**src/rtl/clock_display_pkg.sv**
```systemverilog
// Shared types, 7-segment glyph constants and the digit encoder for the
// MM:SS multiplexed display driver.
package clock_display_pkg;

  typedef logic [1:0] digit_idx_t;

  // Active-high glyphs, bit order {g,f,e,d,c,b,a}
  localparam logic [6:0] SEG_0     = 7'h3F;
  localparam logic [6:0] SEG_1     = 7'h06;
  localparam logic [6:0] SEG_2     = 7'h5B;
  localparam logic [6:0] SEG_3     = 7'h4F;
  localparam logic [6:0] SEG_4     = 7'h66;
  localparam logic [6:0] SEG_5     = 7'h6D;
  localparam logic [6:0] SEG_6     = 7'h7D;
  localparam logic [6:0] SEG_7     = 7'h07;
  localparam logic [6:0] SEG_8     = 7'h7F;
  localparam logic [6:0] SEG_9     = 7'h6F;
  localparam logic [6:0] SEG_DASH  = 7'h40;
  localparam logic [6:0] SEG_BLANK = 7'h00;

  localparam logic [3:0] DIGIT_DASH = 4'hF;

  function automatic logic [6:0] seg7_encode(input logic [3:0] digit);
    logic [6:0] glyph;
    case (digit)
      4'd0:       glyph = SEG_0;
      4'd1:       glyph = SEG_1;
      4'd2:       glyph = SEG_2;
      4'd3:       glyph = SEG_3;
      4'd4:       glyph = SEG_4;
      4'd5:       glyph = SEG_5;
      4'd6:       glyph = SEG_6;
      4'd7:       glyph = SEG_7;
      4'd8:       glyph = SEG_8;
      4'd9:       glyph = SEG_9;
      DIGIT_DASH: glyph = SEG_DASH;
      default:    glyph = SEG_BLANK;
    endcase
    return glyph;
  endfunction

endpackage

```
**src/rtl/bin60_to_bcd.sv**
```systemverilog
// Splits a 0..59 binary value into tens/ones digits with a compare chain
// instead of a divider; values above 59 are flagged invalid.
module bin60_to_bcd
  import clock_display_pkg::*;
(
  input  logic [5:0] value_i,
  output logic [2:0] tens_o,
  output logic [3:0] ones_o,
  output logic       invalid_o
);

  always_comb begin
    invalid_o = (value_i > 6'd59);
    tens_o    = 3'd0;
    ones_o    = value_i[3:0];
    // Digits are don't-care when invalid; the caller substitutes a dash.
    if (value_i >= 6'd50) begin
      tens_o = 3'd5;
      ones_o = 4'(value_i - 6'd50);
    end else if (value_i >= 6'd40) begin
      tens_o = 3'd4;
      ones_o = 4'(value_i - 6'd40);
    end else if (value_i >= 6'd30) begin
      tens_o = 3'd3;
      ones_o = 4'(value_i - 6'd30);
    end else if (value_i >= 6'd20) begin
      tens_o = 3'd2;
      ones_o = 4'(value_i - 6'd20);
    end else if (value_i >= 6'd10) begin
      tens_o = 3'd1;
      ones_o = 4'(value_i - 6'd10);
    end
  end

endmodule

```
**src/rtl/clock_display_driver.sv**
```systemverilog
// Scans a 4-digit multiplexed 7-segment display as MM:SS, using one input
// snapshot per frame so a frame never mixes two different times.
module clock_display_driver
  import clock_display_pkg::*;
#(
  parameter int REFRESH_DIV = 1000,
  parameter bit ACTIVE_LOW  = 1'b1
) (
  input  logic       clk,
  input  logic       reset,
  input  logic [5:0] seconds,
  input  logic [5:0] minutes,
  output logic [6:0] seg,
  output logic [3:0] an,
  output logic       dp
);

  localparam int RC_W = (REFRESH_DIV > 1) ? $clog2(REFRESH_DIV) : 1;
  localparam logic [RC_W-1:0] RC_LAST = RC_W'(REFRESH_DIV - 1);

  localparam logic [6:0] SEG_OFF = ACTIVE_LOW ? 7'h7F : 7'h00;
  localparam logic [3:0] AN_OFF  = ACTIVE_LOW ? 4'hF  : 4'h0;
  localparam logic       DP_OFF  = ACTIVE_LOW;

  logic [RC_W-1:0] rc_q;
  digit_idx_t      d_q;
  logic [1:0][5:0] snap_q;   // [0] = seconds, [1] = minutes
  logic [6:0]      seg_q;
  logic [3:0]      an_q;
  logic            dp_q;

  logic [1:0][2:0] tens;
  logic [1:0][3:0] ones;
  logic [1:0]      invalid;

  for (genvar gi = 0; gi < 2; gi++) begin : g_conv
    bin60_to_bcd u_conv (
      .value_i   (snap_q[gi]),
      .tens_o    (tens[gi]),
      .ones_o    (ones[gi]),
      .invalid_o (invalid[gi])
    );
  end

  logic       field;
  logic [3:0] digit_val;
  logic [6:0] seg_raw;
  logic [3:0] an_raw;
  logic       dp_raw;
  logic [6:0] seg_d;
  logic [3:0] an_d;
  logic       dp_d;

  // d[1] picks the field, d[0] picks tens over ones.
  always_comb begin
    field     = d_q[1];
    digit_val = d_q[0] ? {1'b0, tens[field]} : ones[field];
    if (invalid[field]) begin
      digit_val = DIGIT_DASH;
    end
    seg_raw = SEG_BLANK;
    an_raw  = 4'h0;
    dp_raw  = 1'b0;
    // rc==0 is a blank slot so the previous digit's segments never ghost.
    if (rc_q != '0) begin
      seg_raw = seg7_encode(digit_val);
      an_raw  = 4'b0001 << d_q;
      dp_raw  = (d_q == 2'd2) && !snap_q[0][0];
    end
    seg_d = ACTIVE_LOW ? ~seg_raw : seg_raw;
    an_d  = ACTIVE_LOW ? ~an_raw  : an_raw;
    dp_d  = ACTIVE_LOW ? ~dp_raw  : dp_raw;
  end

  always_ff @(posedge clk or posedge reset) begin
    if (reset) begin
      rc_q   <= '0;
      d_q    <= '0;
      snap_q <= '0;
      seg_q  <= SEG_OFF;
      an_q   <= AN_OFF;
      dp_q   <= DP_OFF;
    end else begin
      if (rc_q == RC_LAST) begin
        rc_q <= '0;
        d_q  <= d_q + 2'd1;
        if (d_q == 2'd3) begin
          snap_q <= {minutes, seconds};
        end
      end else begin
        rc_q <= rc_q + RC_W'(1);
      end
      seg_q <= seg_d;
      an_q  <= an_d;
      dp_q  <= dp_d;
    end
  end

  assign seg = seg_q;
  assign an  = an_q;
  assign dp  = dp_q;

endmodule
```
**config.mk**
```make
export PLATFORM = sky130hd
export DESIGN_NAME = clock_display_driver
export DESIGN_NICKNAME = d
export VERILOG_FILES = /design/src/rtl/clock_display_pkg.sv /design/src/rtl/bin60_to_bcd.sv /design/src/rtl/clock_display_driver.sv
export SDC_FILE = /design/constraint.sdc
export NUM_CORES = 1
export LEC_CHECK = 0
export CAP_MARGIN = 25
export CORE_ASPECT_RATIO = 1.2
export CORE_MARGIN = 10
export CORE_UTILIZATION = 34
export DETAILED_ROUTE_END_ITERATION = 10
export GPL_ROUTABILITY_DRIVEN = 0
export PLACE_DENSITY_LB_ADDON = 0.08
export SLEW_MARGIN = 20
export SYNTH_ARGS = -nofsm -noshare
export SYNTH_HDL_FRONTEND = slang
export SYNTH_SLANG_ARGS = --single-unit
```
**constraint.sdc**
```tcl
create_clock -name clk -period 3.3 [get_ports clk]
set_input_delay 0.495 -clock clk [delete_from_list [all_inputs] [get_ports clk]]
set_output_delay 0.495 -clock clk [all_outputs]
set_load 0.1 [all_outputs]
```
* Word-level counts from Yosys, hierarchy flattened
Memory sizes are Yosys's and may differ from the RTL's.
Index checks and enable logic that the tools add are counted.
** Word-level totals
- Memories :: 1
- Bits in registers :: 36
- Input bits :: 14
- Output and inout port bits :: 12
- Bits in read-only memories :: 112
- Word-level logic and storage cells :: 76
** Operators by class
- $lt $le $gt $ge :: 13
- Reduce and logical (&&, ||, !) cells :: 4
- Bitwise operators :: 3
- Add/subtract/negate cells :: 12
- Shift operators :: 1
- Muxes and demuxes :: 32
- Equal/unequal tests :: 3
** Memories
- (no name shown) :: depth 16, width 7, rd ports 1, clocked after memory_dff 0, wr ports 0, line clock_display_pkg.sv:25 : case (digit)
** Operators with widths (number)
- two-way mux 4 bit :: 15
- two-way mux 3 bit :: 10
- >= comparator 6 x 5 -> 1 bit, second input constant :: 4
- >= comparator 6 bit, second input constant :: 4
- subtractor 4 bit, second input constant :: 6
- >= comparator 6 x 4 -> 1 bit, second input constant :: 2
- > comparator 6 bit, second input constant :: 2
- adder 10 x 1 -> 10 bit, second input constant :: 1
- equality test 10 bit, second input constant :: 1
- two-way mux 10 bit :: 1
- nonzero test 10 bit :: 1
- subtractor 4 x 2 -> 4 bit, second input constant :: 2
- subtractor 4 x 3 -> 4 bit, second input constant :: 2
- two-way mux 7 bit :: 1
- NOT 7 bit :: 1
- two-way mux 1 bit :: 5
- equality test 2 bit, second input constant :: 2
- NOT 4 bit :: 1
- left shift 1 x 2 -> 4 bit, first input constant :: 1
- adder 2 x 1 -> 2 bit, second input constant :: 1
- less-than comparator 1 x 2 -> 1 bit, second input constant :: 1
- AND reduction 2 bit :: 1
- logical AND 1 bit :: 1
- zero test 1 bit :: 1
- NOT 1 bit :: 1

* Logic depth before layout (Yosys ltp)
An unclocked memory read counts as a cell.
- Word-level depth :: 13
- Depth in mapped cells :: 14
- Depth with buffers taken out :: 13

* By module
From an unflattened synthesis, not the netlist that was laid out.
** Unflattened totals
- Cells, all modules :: 277
- Area, all modules :: 2787.7 µm²
** By module, submodules not included
- clock_display_driver :: cells each 155, times used 1, area an instance 1866.8 µm², sequential area each 915.9 µm²
- bin60_to_bcd :: cells each 61, times used 2, area an instance 460.4 µm², sequential area each 0.0 µm²

* Worst setup path before layout
No wires, ideal clock.
- Path type :: reg2reg
- Start point :: reg snap_q[3] (netlist name)
- End point :: reg seg_q[6] (netlist: seg[6])
- Buffers on the path :: 1
- Data arrival time :: 2.798 ns
- Setup slack :: 0.425 ns
- Stages on the path, launching flop included :: 15
- Library setup time :: 0.077 ns
- Period minus slack after synthesis :: 2.875 ns
- Data required time :: 3.223 ns
- Cells stage by stage :: dfrtp_1 -> clkbuf_1 -> inv_1 -> ha_1 -> nor4bb_1 -> a211oi_1 -> o41ai_1 -> a31oi_1 -> a22oi_1 -> and2_1 -> inv_1 -> ha_1 -> nand3_1 -> a211oi_1 -> a31oi_1
** On the way
- Cells in the longest elaborated chain, start to end :: 13
- Elaborated cells between the ends (all ways) :: 32
- Classes of those cells :: add/sub: 5; order compare: 6; mux: 19; bitwise: 1; memory: 1
** RTL lines
- start, declared :: line clock_display_driver.sv:27 : logic [1:0][5:0] snap_q;
- start signal, assigned :: line clock_display_driver.sv:88 : snap_q <= {minutes, seconds};
- >= comparator 6 x 4 -> 1 bit / subtractor 4 bit (equally long branches) :: line bin60_to_bcd.sv:29, bin60_to_bcd.sv:31
- two-way mux 4 bit / two-way mux 1 bit (equally long branches) :: line bin60_to_bcd.sv:29 : end else if (value_i >= 6'd10) begin
- two-way mux 4 bit / two-way mux 3 bit (equally long branches) :: line bin60_to_bcd.sv:26 : end else if (value_i >= 6'd20) begin
- two-way mux 4 bit / two-way mux 3 bit (equally long branches) :: line bin60_to_bcd.sv:23 : end else if (value_i >= 6'd30) begin
- two-way mux 4 bit / two-way mux 3 bit (equally long branches) :: line bin60_to_bcd.sv:20 : end else if (value_i >= 6'd40) begin
- two-way mux 4 bit / two-way mux 3 bit (equally long branches) :: line bin60_to_bcd.sv:17 : if (value_i >= 6'd50) begin
- two-way mux 4 bit (implied by the code) / two-way mux 3 bit (equally long branches) (2 in series) :: line clock_display_driver.sv:57 : digit_val = d_q[0] ? {1'b0, tens[field]} : ones[field];
- two-way mux 4 bit :: line clock_display_driver.sv:57
- two-way mux 4 bit * :: line clock_display_driver.sv:58 : if (invalid[field]) begin
- memory read (16 x 7 bit) *
- two-way mux 7 bit * :: line clock_display_driver.sv:65 : if (rc_q != '0) begin
- NOT 7 bit * :: line clock_display_driver.sv:70 : seg_d = ACTIVE_LOW ? ~seg_raw : seg_raw;
- via seg_d[6] :: line clock_display_driver.sv:50 : logic [6:0] seg_d;
- end signal, assigned :: line clock_display_driver.sv:93 : seg_q <= seg_d;
- end, declared :: line clock_display_driver.sv:28 : logic [6:0] seg_q;
The timed path passes the listed nets; every way through them passes the cells marked *. The select of a mux whose other input is x is not followed.
A chain may end at the register's enable or synchronous reset.

* Final worst setup path
- Start point :: reg snap_q[2] (netlist name)
- End point :: reg seg_q[2] (netlist: seg[2])
Same word-level chain as after synthesis.

==> impl_results.md <==
- Status: finished clean
- Yosys warning count: 0
- Residual DRC: 0
- Final setup margin: ~0.31 ns
- Clock tree buffer depth: 2
- CP endpoint: seg[2]$_DFF_PP1_
- Detailed-route vias per instance: roughly 5.4
- CTS tree: yes
- TritonCTS Buffers: 5
- Remaining antenna violation count after routing: 0
- Antenna Cells: 0
- Initial antenna violation count: 0
- Post-DP Area: between 3000 and 4000 sq um
- Number of synthesized flops with an enable pin: 0
- Post-Syn Nets: 321
- VDD IR max: 293 uV
- Minimum clock period: 2.99 ns
- RSZ-0062 raised after global routing: no
- CP arrival: about 3.2 ns
- Beginning of the worst register-to-register path: snap_q[2]$_DFFE_PP0P_
- Sum Neg Setup Slack: 0 ns
- Fin crit share: between 90% and 100%
- Filler cells: a little under 800
- Final setup fails: 0
- Layout Cells excl Fill: between 400 and 500
- Critical Path RT: roughly 3.5 ns
- Pre-Repair DR Iteration Count: 5
- CP endpoint kind: register
- Leakage: 1.39 nW
- Final Max Slew Viols: 0
- Die footprint: between 10000 and 15000 sq um
- Worst setup SP type: register
- CTS root buf: clkbuf_8
- Mapped Cells: between 200 and 300
- Crit Path Max Fanout: 8
- Hold Vio Cnt, Final: 0
- Grt total ovfl: 0
- DP Cell Count: roughly 400
- Worst slew pin tran: between 0.6 and 0.7 ns
- Vias: between 2000 and 2500
- WL per Instance: around 16 um
- Number of global-route vias before repair: approximately 2300
- Critical path class: register to register
- Total power: approximately 1.2 mW
- Slew HR: between 50% and 60%
- R2R cell count: 10
- Most frequent cells in the layout: ha_1 (26), buf_4 (26), dfrtp_1 (23), nand2_1 (19), nor2_1 (19)
- Main synth FF type: dfrtp_1
- First-pass GRT wire length: 11.4 mm
- Clock network latency to the later pin of the worst-skew pair: ~0.29 ns
- Post-route design area: 3210 sq um
- Post-synth cell types: 69
- Iteration-0 DRC count of the detailed router: 68
- Nets: ~360
- Fin Clk Skew: 0.00506 ns
- CTS sink cnt: 36
- All-Layer GR Usage: 11.5%
- Starting Density: 35.2%
- Max-Cap Viols: 0
- Fmax: between 300 and 400 MHz
- Register bit total from synthesis: 36
- Crit. Startpoint: snap_q[2]$_DFFE_PP0P_
- Core area: just under 8000 sq um
- # IOs: 26
- Post-DP HPWL: 5.01 mm
- Mean Syn Cell Area: 9.65 sq um
- Die Y: approximately 120 um
- Die X: between 100 and 150 um
- Area of the mapped netlist: ~2700 sq um
- Layout Utilization: 41.7%
- Ys async rst share: 100%
- Power Density: ~380 nW/um^2
- Area delta synth->final: 18.6%
- Site Rows: 35
- Largest net degree at the start of global routing: 37
- Port Buf Inserts: 25
- Pre-CTS setup slack: between 0.1 and 0.15 ns
- R2r setup slk: around 0.31 ns
- Worst hold slack: between 0.4 and 0.5 ns
- Critical R2R Capture: seg[2]$_DFF_PP1_
- H-Tree Depth: 2
- Final WL: approximately 6.6 mm
- CTS clk-pin slew, worst paths: 0.08 ns
- Sequential-to-total area share from yosys stat: around a third
- Fraction of layout instances using a drive strength above 1: 25.2%
- Worst min-delay path class: register to register
- Post-CTS Setup Inserts: 0
[power by group]
| group | switching [mW] | leakage (nW) | internal, mW | total (mW) |
|---|---|---|---|---|
| registers | 0.0256 | 0.418 | 0.481 | 0.506 |
| logic | 0.263 | 0.928 | 0.129 | 0.392 |
| clock network | 0.165 | 0.0424 | 0.151 | 0.316 |
[worst max-delay path: stages, from the launching register on]
cell      delay, ns
dfrtp_2        0.48
inv_1          0.21
ha_1           0.23
or3b_1         0.35
a21o_1         0.26
and3_1         0.19
nor4_1         0.37
a22o_1         0.20
o211ai_1       0.17
nor2_1         0.28
o21ai_0        0.14
[routing by layer]
| metal | track usage [%] | vias up | wire length [um] |
|---|---|---|---|
| li1 | - | 1102 | - |
| met2 | 18.8 | 35 | 3230 |
| met1 | 14.2 | 1054 | 3070 |
| met3 | 2.76 | 10 | 222 |
| met5 | 0 | - | 0 |
| met4 | 3.75 | 0 | 106 |
[what timing repair did]
action / CTS / global route
hold buffers: 0 / 0
endpoints found under the setup margin: 0 / 7
resized for setup: 0 / 5
[sequential cells by signal, summed over array words and instances (netlist names)]
| signal | cells |
|---|---|
| dp | 1 |
| an | 4 |
| d_q | 2 |
| snap_q | 12 |
| seg | 7 |
| rc_q | 10 |
[worst min-delay path by stage]
stage,startpoint,to,cells after the start
after global placement,rc_q[0]$_DFF_PP0_,rc_q[0]$_DFF_PP0_,1
after CTS,rc_q[0]$_DFF_PP0_,rc_q[0]$_DFF_PP0_,1
final,rc_q[0]$_DFF_PP0_,rc_q[0]$_DFF_PP0_,1
after floorplan,rc_q[0]$_DFF_PP0_,rc_q[0]$_DFF_PP0_,1
after detailed placement,rc_q[0]$_DFF_PP0_,rc_q[0]$_DFF_PP0_,1
after global routing,rc_q[0]$_DFF_PP0_,rc_q[0]$_DFF_PP0_,1
[synth_stat cells (all sizes together) (4+ instances only)]
| library cell | count | area [sq um] |
|---|---|---|
| a21oi | 5 | 25.0 |
| nor4 | 4 | 31.3 |
| a22oi | 5 | 42.5 |
| buf | 5 | 27.5 |
| dfrtp | 24 | 601 |
| nor2 | 19 | 71.3 |
| clkbuf | 5 | 18.8 |
| dfstp | 12 | 315 |
| inv | 18 | 67.6 |
| o21ai | 13 | 65.1 |
| nand3 | 10 | 50.1 |
| xnor2 | 5 | 43.8 |
| o31a | 4 | 35.0 |
| nor3 | 6 | 41.3 |
| ha | 26 | 325 |
| and3 | 9 | 63.8 |
| nand2 | 20 | 82.6 |
| nor3b | 4 | 35.0 |
| xor2 | 4 | 35.0 |
| mux2 | 12 | 135 |
| nor2b | 4 | 25.0 |
| a211oi | 5 | 42.5 |
[logic make-up (layout without fill, tap and decap cells)]
family | Yosys count | after routing | share of synthesized area, %
AND/OR/NAND/NOR | 96 | 96 | 20.4
AO/OA/AOI/OAI | 71 | 71 | 20.9
flip-flops | 36 | 36 | 33.8
buffers and inverters | 29 | 66 | 4.34
adder cells (fa/ha/maj) | 26 | 26 | 12.0
multiplexers | 14 | 14 | 5.72
XOR/XNOR | 9 | 9 | 2.91
[area by class of cell]
| cell class | count | area [sq um] | area share (%) |
|---|---|---|---|
| clock buffers | 7 | 76.3 | 2.37 |
| multi-input cells | 216 | 1700 | 52.9 |
| repair buffers | 39 | 325 | 10.1 |
| well taps | 92 | 115 | 3.58 |
| clock inverters | 1 | 8.76 | 0.272 |
| inverters | 19 | 71.3 | 2.22 |
| flip-flops and latches | 36 | 917 | 28.5 |
(Power assumes the default switching activity.)
